**config.mk**
```make
export PLATFORM = sky130hd
export DESIGN_NAME = pistorm_txn_queue
export DESIGN_NICKNAME = d
export VERILOG_FILES = /design/src/rtl/pistorm_txn_queue_pkg.sv /design/src/rtl/pistorm_sync_fifo.sv /design/src/rtl/pistorm_txn_queue.sv
export SDC_FILE = /design/constraint.sdc
export NUM_CORES = 1
export LEC_CHECK = 0
export BUFFER_PORTS_ARGS = -buffer_cell sky130_fd_sc_hd__buf_2
export CAP_MARGIN = 20
export CORE_MARGIN = 10
export CORE_UTILIZATION = 39
export DETAILED_ROUTE_END_ITERATION = 12
export GPL_TIMING_DRIVEN = 0
export SYNTH_ARGS = -nofsm -noshare
export SYNTH_HDL_FRONTEND = slang
export SYNTH_SLANG_ARGS = --single-unit
```
**constraint.sdc**
```tcl
create_clock -name PI_CLK -period 2.42 [get_ports PI_CLK]
set_clock_uncertainty 0.05 [all_clocks]
set_input_delay 0.121 -clock PI_CLK [delete_from_list [all_inputs] [get_ports PI_CLK]]
set_output_delay 0.121 -clock PI_CLK [all_outputs]
set_load 0.01 [all_outputs]
```
**src/rtl/pistorm_txn_queue_pkg.sv**
```systemverilog
// Shared types for the Pi-to-68K transaction queue: issue states, queued entry layout,
// byte-lane decode and Pi register map offsets.
package pistorm_pkg;

  localparam int unsigned PKG_AW = 24;
  localparam int unsigned PKG_DW = 16;

  typedef enum logic {
    ST_IDLE = 1'b0,
    ST_REQ  = 1'b1
  } state_t;

  typedef struct packed {
    logic [PKG_AW-1:0] addr;
    logic [PKG_DW-1:0] wdata;
    logic              rw;
    logic              uds_n;
    logic              lds_n;
  } entry_t;

  localparam logic [1:0] REG_DATA    = 2'd0;
  localparam logic [1:0] REG_ADDR_LO = 2'd1;
  localparam logic [1:0] REG_ADDR_HI = 2'd2;
  localparam logic [1:0] REG_STATUS  = 2'd3;

  // Returns {uds_n, lds_n}; even byte address lives on the upper lane.
  function automatic logic [1:0] lane_decode(input logic a0, input logic byte_acc);
    if (byte_acc) begin
      return {a0, !a0};
    end
    return 2'b00;
  endfunction

endpackage

```
**src/rtl/pistorm_sync_fifo.sv**
```systemverilog
// Single-clock FIFO with wrap-bit pointers; head entry is visible on o_data.
module pistorm_sync_fifo #(
  parameter int unsigned DEPTH = 4,
  parameter int unsigned WIDTH = 8
) (
  input  logic                       clk,
  input  logic                       rst_n,
  input  logic                       i_push,
  input  logic [WIDTH-1:0]           i_data,
  input  logic                       i_pop,
  output logic [WIDTH-1:0]           o_data,
  output logic                       o_full,
  output logic                       o_empty,
  output logic [$clog2(DEPTH):0]     o_level
);

  localparam int unsigned PW = $clog2(DEPTH);
  localparam logic [PW:0] PTR_ONE = (PW+1)'(1);

  logic [WIDTH-1:0] r_mem [DEPTH];
  logic [PW:0]      r_wr_ptr;
  logic [PW:0]      r_rd_ptr;
  logic             w_push;
  logic             w_pop;

  assign w_push = i_push && !o_full;
  assign w_pop  = i_pop && !o_empty;

  always_ff @(posedge clk) begin
    if (!rst_n) begin
      r_wr_ptr <= '0;
      r_rd_ptr <= '0;
    end else begin
      if (w_push) r_wr_ptr <= r_wr_ptr + PTR_ONE;
      if (w_pop)  r_rd_ptr <= r_rd_ptr + PTR_ONE;
    end
  end

  always_ff @(posedge clk) begin
    if (w_push) r_mem[r_wr_ptr[PW-1:0]] <= i_data;
  end

  // Equal index with differing wrap bit means the pointers are a full lap apart.
  assign o_data  = r_mem[r_rd_ptr[PW-1:0]];
  assign o_empty = (r_wr_ptr == r_rd_ptr);
  assign o_full  = (r_wr_ptr[PW] != r_rd_ptr[PW]) && (r_wr_ptr[PW-1:0] == r_rd_ptr[PW-1:0]);
  assign o_level = r_wr_ptr - r_rd_ptr;

endmodule

```
**src/rtl/pistorm_txn_queue.sv**
```systemverilog
// Queues Pi-issued 68K bus commands and hands them one at a time to the bus sequencer,
// capturing read data until the Pi acknowledges it.
module pistorm_txn_queue
  import pistorm_pkg::*;
#(
  parameter int unsigned DEPTH = 4,
  parameter int unsigned AW    = PKG_AW,
  parameter int unsigned DW    = PKG_DW
) (
  input  logic                   PI_CLK,
  input  logic                   PI_RST_n,
  input  logic                   cmd_valid,
  output logic                   cmd_ready,
  input  logic [AW-1:0]          cmd_addr,
  input  logic [DW-1:0]          cmd_wdata,
  input  logic                   cmd_rw,
  input  logic                   cmd_byte,
  output logic                   op_req,
  output logic [AW-1:0]          op_addr,
  output logic [DW-1:0]          op_wdata,
  output logic                   op_rw,
  output logic                   op_uds_n,
  output logic                   op_lds_n,
  input  logic                   op_done,
  input  logic [DW-1:0]          op_rdata,
  output logic [DW-1:0]          rd_data,
  output logic                   rd_valid,
  input  logic                   rd_ack,
  output logic                   txn_in_progress,
  output logic [$clog2(DEPTH):0] level,
  output logic                   drop_err,
  input  logic                   err_clr
);

  localparam int unsigned LW = $clog2(DEPTH) + 1;

  state_t          r_state;
  logic            r_op_req;
  logic [AW-1:0]   r_op_addr;
  logic [DW-1:0]   r_op_wdata;
  logic            r_op_rw;
  logic            r_op_uds_n;
  logic            r_op_lds_n;
  logic [DW-1:0]   r_rd_data;
  logic            r_rd_valid;
  logic            r_drop_err;

  entry_t          w_entry;
  entry_t          w_head;
  logic [1:0]      w_lanes;
  logic            w_full;
  logic            w_empty;
  logic            w_push;
  logic            w_drop;
  logic            w_pop;
  logic            w_issue;
  logic [LW-1:0]   w_level;

  assign w_lanes = lane_decode(cmd_addr[0], cmd_byte);

  always_comb begin
    w_entry       = '0;
    w_entry.addr  = cmd_addr;
    w_entry.wdata = cmd_wdata;
    w_entry.rw    = cmd_rw;
    w_entry.uds_n = w_lanes[1];
    w_entry.lds_n = w_lanes[0];
  end

  assign w_push = cmd_valid && !w_full;
  assign w_drop = cmd_valid && w_full;
  assign w_pop  = (r_state == ST_REQ) && op_done;
  // A queued read must not issue while the previous read result is still unread.
  assign w_issue = (r_state == ST_IDLE) && !w_empty && !(w_head.rw && r_rd_valid);

  pistorm_sync_fifo #(
    .DEPTH (DEPTH),
    .WIDTH ($bits(entry_t))
  ) u_fifo (
    .clk     (PI_CLK),
    .rst_n   (PI_RST_n),
    .i_push  (w_push),
    .i_data  (w_entry),
    .i_pop   (w_pop),
    .o_data  (w_head),
    .o_full  (w_full),
    .o_empty (w_empty),
    .o_level (w_level)
  );

  always_ff @(posedge PI_CLK) begin
    if (!PI_RST_n) begin
      r_state    <= ST_IDLE;
      r_op_req   <= 1'b0;
      r_op_addr  <= '0;
      r_op_wdata <= '0;
      r_op_rw    <= 1'b1;
      r_op_uds_n <= 1'b1;
      r_op_lds_n <= 1'b1;
    end else begin
      case (r_state)
        ST_IDLE: begin
          if (w_issue) begin
            r_state    <= ST_REQ;
            r_op_req   <= 1'b1;
            r_op_addr  <= w_head.addr;
            r_op_wdata <= w_head.wdata;
            r_op_rw    <= w_head.rw;
            r_op_uds_n <= w_head.uds_n;
            r_op_lds_n <= w_head.lds_n;
          end
        end
        ST_REQ: begin
          if (op_done) begin
            r_state    <= ST_IDLE;
            r_op_req   <= 1'b0;
            r_op_rw    <= 1'b1;
            r_op_uds_n <= 1'b1;
            r_op_lds_n <= 1'b1;
          end
        end
      endcase
    end
  end

  // Capture beats a same-cycle acknowledge so fresh data is never lost.
  always_ff @(posedge PI_CLK) begin
    if (!PI_RST_n) begin
      r_rd_data  <= '0;
      r_rd_valid <= 1'b0;
    end else if (w_pop && r_op_rw) begin
      r_rd_data  <= op_rdata;
      r_rd_valid <= 1'b1;
    end else if (rd_ack) begin
      r_rd_valid <= 1'b0;
    end
  end

  always_ff @(posedge PI_CLK) begin
    if (!PI_RST_n) begin
      r_drop_err <= 1'b0;
    end else if (w_drop) begin
      r_drop_err <= 1'b1;
    end else if (err_clr) begin
      r_drop_err <= 1'b0;
    end
  end

  assign cmd_ready       = !w_full;
  assign op_req          = r_op_req;
  assign op_addr         = r_op_addr;
  assign op_wdata        = r_op_wdata;
  assign op_rw           = r_op_rw;
  assign op_uds_n        = r_op_uds_n;
  assign op_lds_n        = r_op_lds_n;
  assign rd_data         = r_rd_data;
  assign rd_valid        = r_rd_valid;
  assign drop_err        = r_drop_err;
  assign level           = w_level;
  assign txn_in_progress = !w_empty || (r_state == ST_REQ);

endmodule

```
# [Word-level counts from Yosys, hierarchy flattened]
# Memories as Yosys holds them, arrays and structs flattened. A register that Yosys moved wholly into a read port is not among the register bits.
# Cells that the tools add are included.
[classes] n_addsub=3 n_eq_ne=5 mux=24 bitwise_logic=1 reduce_logical=19
[ops] op="$mux 1" n=15
[ops] op="$logic_and 1x1->1" n=10
[ops] op="$pmux 1 s2" n=5
[ops] op="$mux 2" n=4
[ops] op="$add 3x1->3 const B" n=2
[ops] op="$logic_not 1->1" n=4
[ops] op="$ne 2x2->1 const B" n=2
[ops] op="$reduce_and 2->1" n=2
[ops] op="$reduce_bool 2->1" n=2
[ops] op="$eq 3x3->1" n=1
[ops] op="$sub 3x3->3" n=1
[ops] op="$eq 2x2->1" n=1
[ops] op="$logic_or 1x1->1" n=1
[ops] op="$ne 1x1->1" n=1
[ops] op="$not 1->1" n=1
[word_totals] ff_bits=69 ram_bits=172 inputBits=64 out_inout_bits=67 word_cells=65 n_memories=1
[memory_table] memory="u_fifo.r_mem" words=4 word_bits=43 read_ports=1 rd_ports_with_merged_regs=1 wr=1 line_no="pistorm_sync_fifo.sv:20" text="logic [WIDTH-1:0] r_mem [DEPTH];"

# [Depth between registers and ports, before layout]
[logic_depth] word_depth=7 depth_mapped=8 depth_no_buf=6

# [Hierarchy]
# A second synthesis with hierarchy kept.
[unflattened] cells_unflattened=578 hier_area_um2=9226.3
[by_module_without_submodules] mod="pistorm_sync_fifo" instances=1 cells_each=293 area_per_inst_um2=6805.3 seq_area_each_um2=5325.1
[by_module_without_submodules] mod="pistorm_txn_queue" instances=1 cells_each=285 area_per_inst_um2=2421.1 seq_area_each_um2=1261.2

# [Worst setup path after synthesis]
# Ideal clock, no wire load.
[synth_path] kind="reg2reg" start="register u_fifo.r_wr_ptr[0]" end="memory u_fifo.r_mem[0][0] (netlist bit) (enable)" setup_ps=405 t_arrival_ps=2225 required_time_ps=1965 slack_ps=-260 stages_incl_launch_ff=7 path_buffers=0 period_less_slack_ps=2680 cell_sequence="dfxtp_1 -> inv_1 -> ha_1 -> nand2_1 -> nor2_1 -> nor2b_1 -> and2_1"
[synth_via] elab_chain_cells=7
[synth_lines] element="start: declaration" line_no="pistorm_sync_fifo.sv:21" text="logic [PW:0] r_wr_ptr;"
[synth_lines] element="start signal: assignment" line_no="pistorm_sync_fifo.sv:34" text="if (w_push) r_wr_ptr <= r_wr_ptr + PTR_ONE;"
[synth_lines] element="$eq 2x2->1" line_no="pistorm_sync_fifo.sv:46" text="assign o_full = (r_wr_ptr[PW] != r_rd_ptr[PW]) && (r_wr_ptr[PW-1:0] == r_rd_ptr[PW-1:0]);"
[synth_lines] element="$logic_and 1x1->1" line_no="pistorm_sync_fifo.sv:46"
[synth_lines] element="$logic_not 1->1" line_no="pistorm_sync_fifo.sv:26, pistorm_txn_queue.sv:70"
[synth_lines] element="$logic_and 1x1->1" line_no="pistorm_txn_queue.sv:70" text="assign w_push = cmd_valid && !w_full;"
[synth_lines] element="$logic_and 1x1->1" line_no="pistorm_sync_fifo.sv:26" text="assign w_push = i_push && !o_full;"
[synth_lines] element="$mux 1" line_no="pistorm_sync_fifo.sv:40" text="if (w_push) r_mem[r_wr_ptr[PW-1:0]] <= i_data;"
[synth_lines] element="$mux 1 (not written as such)" line_no="pistorm_sync_fifo.sv:40"
[synth_lines] element="end: declaration" line_no="pistorm_sync_fifo.sv:20"
# Several ways; a longest one is shown, not always the timed one.

# [Worst setup path in the final report]
[layout_path] start="register r_state" end="register r_rd_data[6], in the netlist rd_data[6]"
[layout_via] elab_chain_cells=2
[layout_lines] element="start: declaration" line_no="pistorm_txn_queue.sv:37" text="state_t r_state;"
[layout_lines] element="start signal: assignment" line_no="pistorm_txn_queue.sv:93" text="r_state <= ST_IDLE;"
[layout_lines] element="start signal: assignment" line_no="pistorm_txn_queue.sv:104" text="r_state <= ST_REQ;"
[layout_lines] element="start signal: assignment" line_no="pistorm_txn_queue.sv:115" text="r_state <= ST_IDLE;"
[layout_lines] element="$logic_and 1x1->1" line_no="pistorm_txn_queue.sv:72" text="assign w_pop = (r_state == ST_REQ) && op_done;"
[layout_lines] element="$logic_and 1x1->1" line_no="pistorm_txn_queue.sv:131" text="end else if (w_pop && r_op_rw) begin"
[layout_lines] element="end signal: assignment" line_no="pistorm_txn_queue.sv:132" text="r_rd_data <= op_rdata;"
[layout_lines] element="end: declaration" line_no="pistorm_txn_queue.sv:44" text="logic [DW-1:0] r_rd_data;"
# Every way passes these cells.
# A chain may end at the register's enable or synchronous reset.

==> flow_summary.toml <==
[power_and_ir_drop]
peakVddDrop_v = 0.0005611
p_leak_nw = 4.293
power.density_nw_per_um2 = 813.3

[yosys]
synth_cell_types = 39
yosys.area.top_type = "edfxtp_1"
yosysWarnings = 0
async_flop_share_pct = 0
syn-instance-count = 566
synth_ff_type = "edfxtp_1"
synth-xor-area-share_pct = 0.6687
syn_area_um2 = 9169
synth_fa_ha_area_share_pct = 1.174
synth-simple-area-share_pct = 7.492
synth_edf_count = 172
ys_seq_area_share_pct = 71.83
ys_seq_elements = 243
synth_mux_area_share_pct = 10.93
synth_compound_area_share_pct = 5.486
synth_nets = 638
synth_top_family_by_area = "multiplexers"
postSynthAreaPerCell_um2 = 16.20
synth_top_area_share_pct = 56.33
synth_area_leaders = "edfxtp_1, dfxtp_1, mux4_2, nand2_1, nand4_1"

[place]
place.gp.congestion = 0.7293
dpl.hpwl_um = 13930
portBuffers = 129
place_ws_ns = -0.2292

[sta]
period_share_pct = 93.42
hold_violations = 0
slew_headroom_pct = 54.51
tns_ns = 0
setup_viol = 0
worst_slew_pin_slew_ns = 0.6823
finalCriticalPeriod_ns = 2.261
max_freq_ghz = 0.4423
drv_slew = 0
rsz0062_at_grt = "no"
setup_slack_ns = 0.1593

[floorplan]
die_w_um = 173.3
core_um2 = 23330
rows = 56
io_pins = 131
dieArea_um2 = 30040
start_util_pct = 39.30
die_y_um = 173.3

[critical_path]
worst-path-max-fanout = 10
start_kind = "flip-flop"
endpoint_kind = "flip-flop"
worstReg2RegStart = "r_state"
required_ns = 2.82
critPathLaunch = "r_state"
crit_type = "flip-flop to flip-flop"
worstPathArrival_ns = 2.67

[finish]
drive_gt1_share_pct = 31.39
final_util_pct = 50.68
area_growth_pct = 28.96
nNetsFinal = 875
final_common_cell = "edfxtp_1"
final_cell_mix = "edfxtp_1, buf_2, nand2_1"

[clock_tree]
clk_latency_ns = 0.51
clk_path_buf_depth = 3
clkSinkCount = 243
cts_tree = "yes"
htreeDepth = 1
cts_inserted_buffers = 25
clkSlewWorstSetupHoldPaths_ns = 0.06
root_buffer = "clkbuf_16"

[min_path]
hold_class = "input port to flip-flop"
holdCritStartpoint = "PI_RST_n"

[flow_run]
maxCapViolations = 0

[drt]
wirelength_um = 21900
vias_per_cell = 5.016
drt-wirelength-per-cell_um = 19.18
first_pass_iters = 5
drc_errors = 0
ant_nets = 0
dr.first_iter.drc_count = 361
num_vias = 5728

[run_status]
status = "finished clean"

[grt]
antenna_found_initial = 1
grt_start_max_net_pins = 31
grt_pass1_vias = 6153
overflow = 0
grt_usage_pct = 14.13
grt_pass1_wl_um = 34270
cell type report:
cell class                      count  area (um^2)
Clock buffer                       34        669.4
Sequential cell                   243         6586
Clock inverter                     12        90.09
Tap cell                          319        399.1
Antenna cell                        1        2.502
Timing Repair Buffer              208         1466
Inverter                            8        30.03
Buffer                             39        191.4
Fill cell                        1982        11510
Multi-Input combinational cell    278         2389
critical path: stages (launching register included):
cell	delay (ns)
dfxtp_1	0.30
clkbuf_1	0.31
and3_1	0.21
clkbuf_1	0.26
buf_2	0.26
nand2_1	0.08
a21boi_0	0.17
dlygate4sd3_1	0.56
final timing paths:
check / to / slack (ns) / depth (start not counted)
worst max-delay path: rd_data[6] / 0.16 / 7
worst min-delay path: op_uds_n / 0.27 / 4
worst max register to register: rd_data[6] / 0.16 / 7
worst min register to register: op_addr[10] / 0.40 / 2
where the power goes:
part	internal [mW]	leakage, nW	switching, mW
clock network	2.05	0.376	1.50
logic	0.508	1.76	0.703
registers	4.74	2.16	0.114
metrics by stage:
stage | hold WS [ns] | total power [mW] | std cells | cell area (um^2)
6_report | 0.2707 | 9.616 | 1142 | 11820
5_1_grt | 0.2981 | 10.01 | 1142 | 11820
4_1_cts | 0.2426 | 9.727 | 1137 | 11790
3_5_place_dp | 0.2887 | 6.052 | 1018 | 10300
3_3_place_gp | 0.2803 | 5.996 | 1014 | 10220
2_1_floorplan | 0.1699 | 5.552 | 566 | 9173
cell usage after synthesis, types with 8 or more instances:
library cell	n
inv_1	8
mux4_2	42
edfxtp_1	172
nand4_1	40
dfxtp_1	71
clkbuf_1	18
and2_1	11
a21boi_0	13
o21ai_1	28
buf_2	15
o21ai_2	10
nand2_1	76
metal layers:
metal	GRT usage (%)	part of all wire [%]	vias to the layer above
met1	18.38	44	2848
met5	0	0	-
met2	23.43	47	195
met3	3.333	6.7	36
met4	3.306	1.8	0
li1	-	-	2649
cell families after synthesis:
family,count (synthesis)
DFF,243
and+or+nand+nor,142
AOI/OAI and AO/OA,72
buffers and inverters,47
muxes,47
adders and majority gates,8
xor gates and xnor gates,7
registers in the layout (all words and copies together), names as in the netlist, 3 cells and up, named ones only:
signal,cells
u_fifo.r_mem,172
op_addr,24
op_wdata,16
u_fifo.r_rd_ptr,3
u_fifo.r_wr_ptr,3
rd_data,16
timing repair:
item / CTS / global route
hold buffers: 71 / 0
setup buffers: 2 / 2
cloned: 0 / 2
gates resized for setup: 4 / 1
pin swaps: 1 / 2
hold endpoints to repair: 193 / 0
setup endpoints to repair: 104 / 46
No activity file was read; power rests on OpenSTA's default activity.
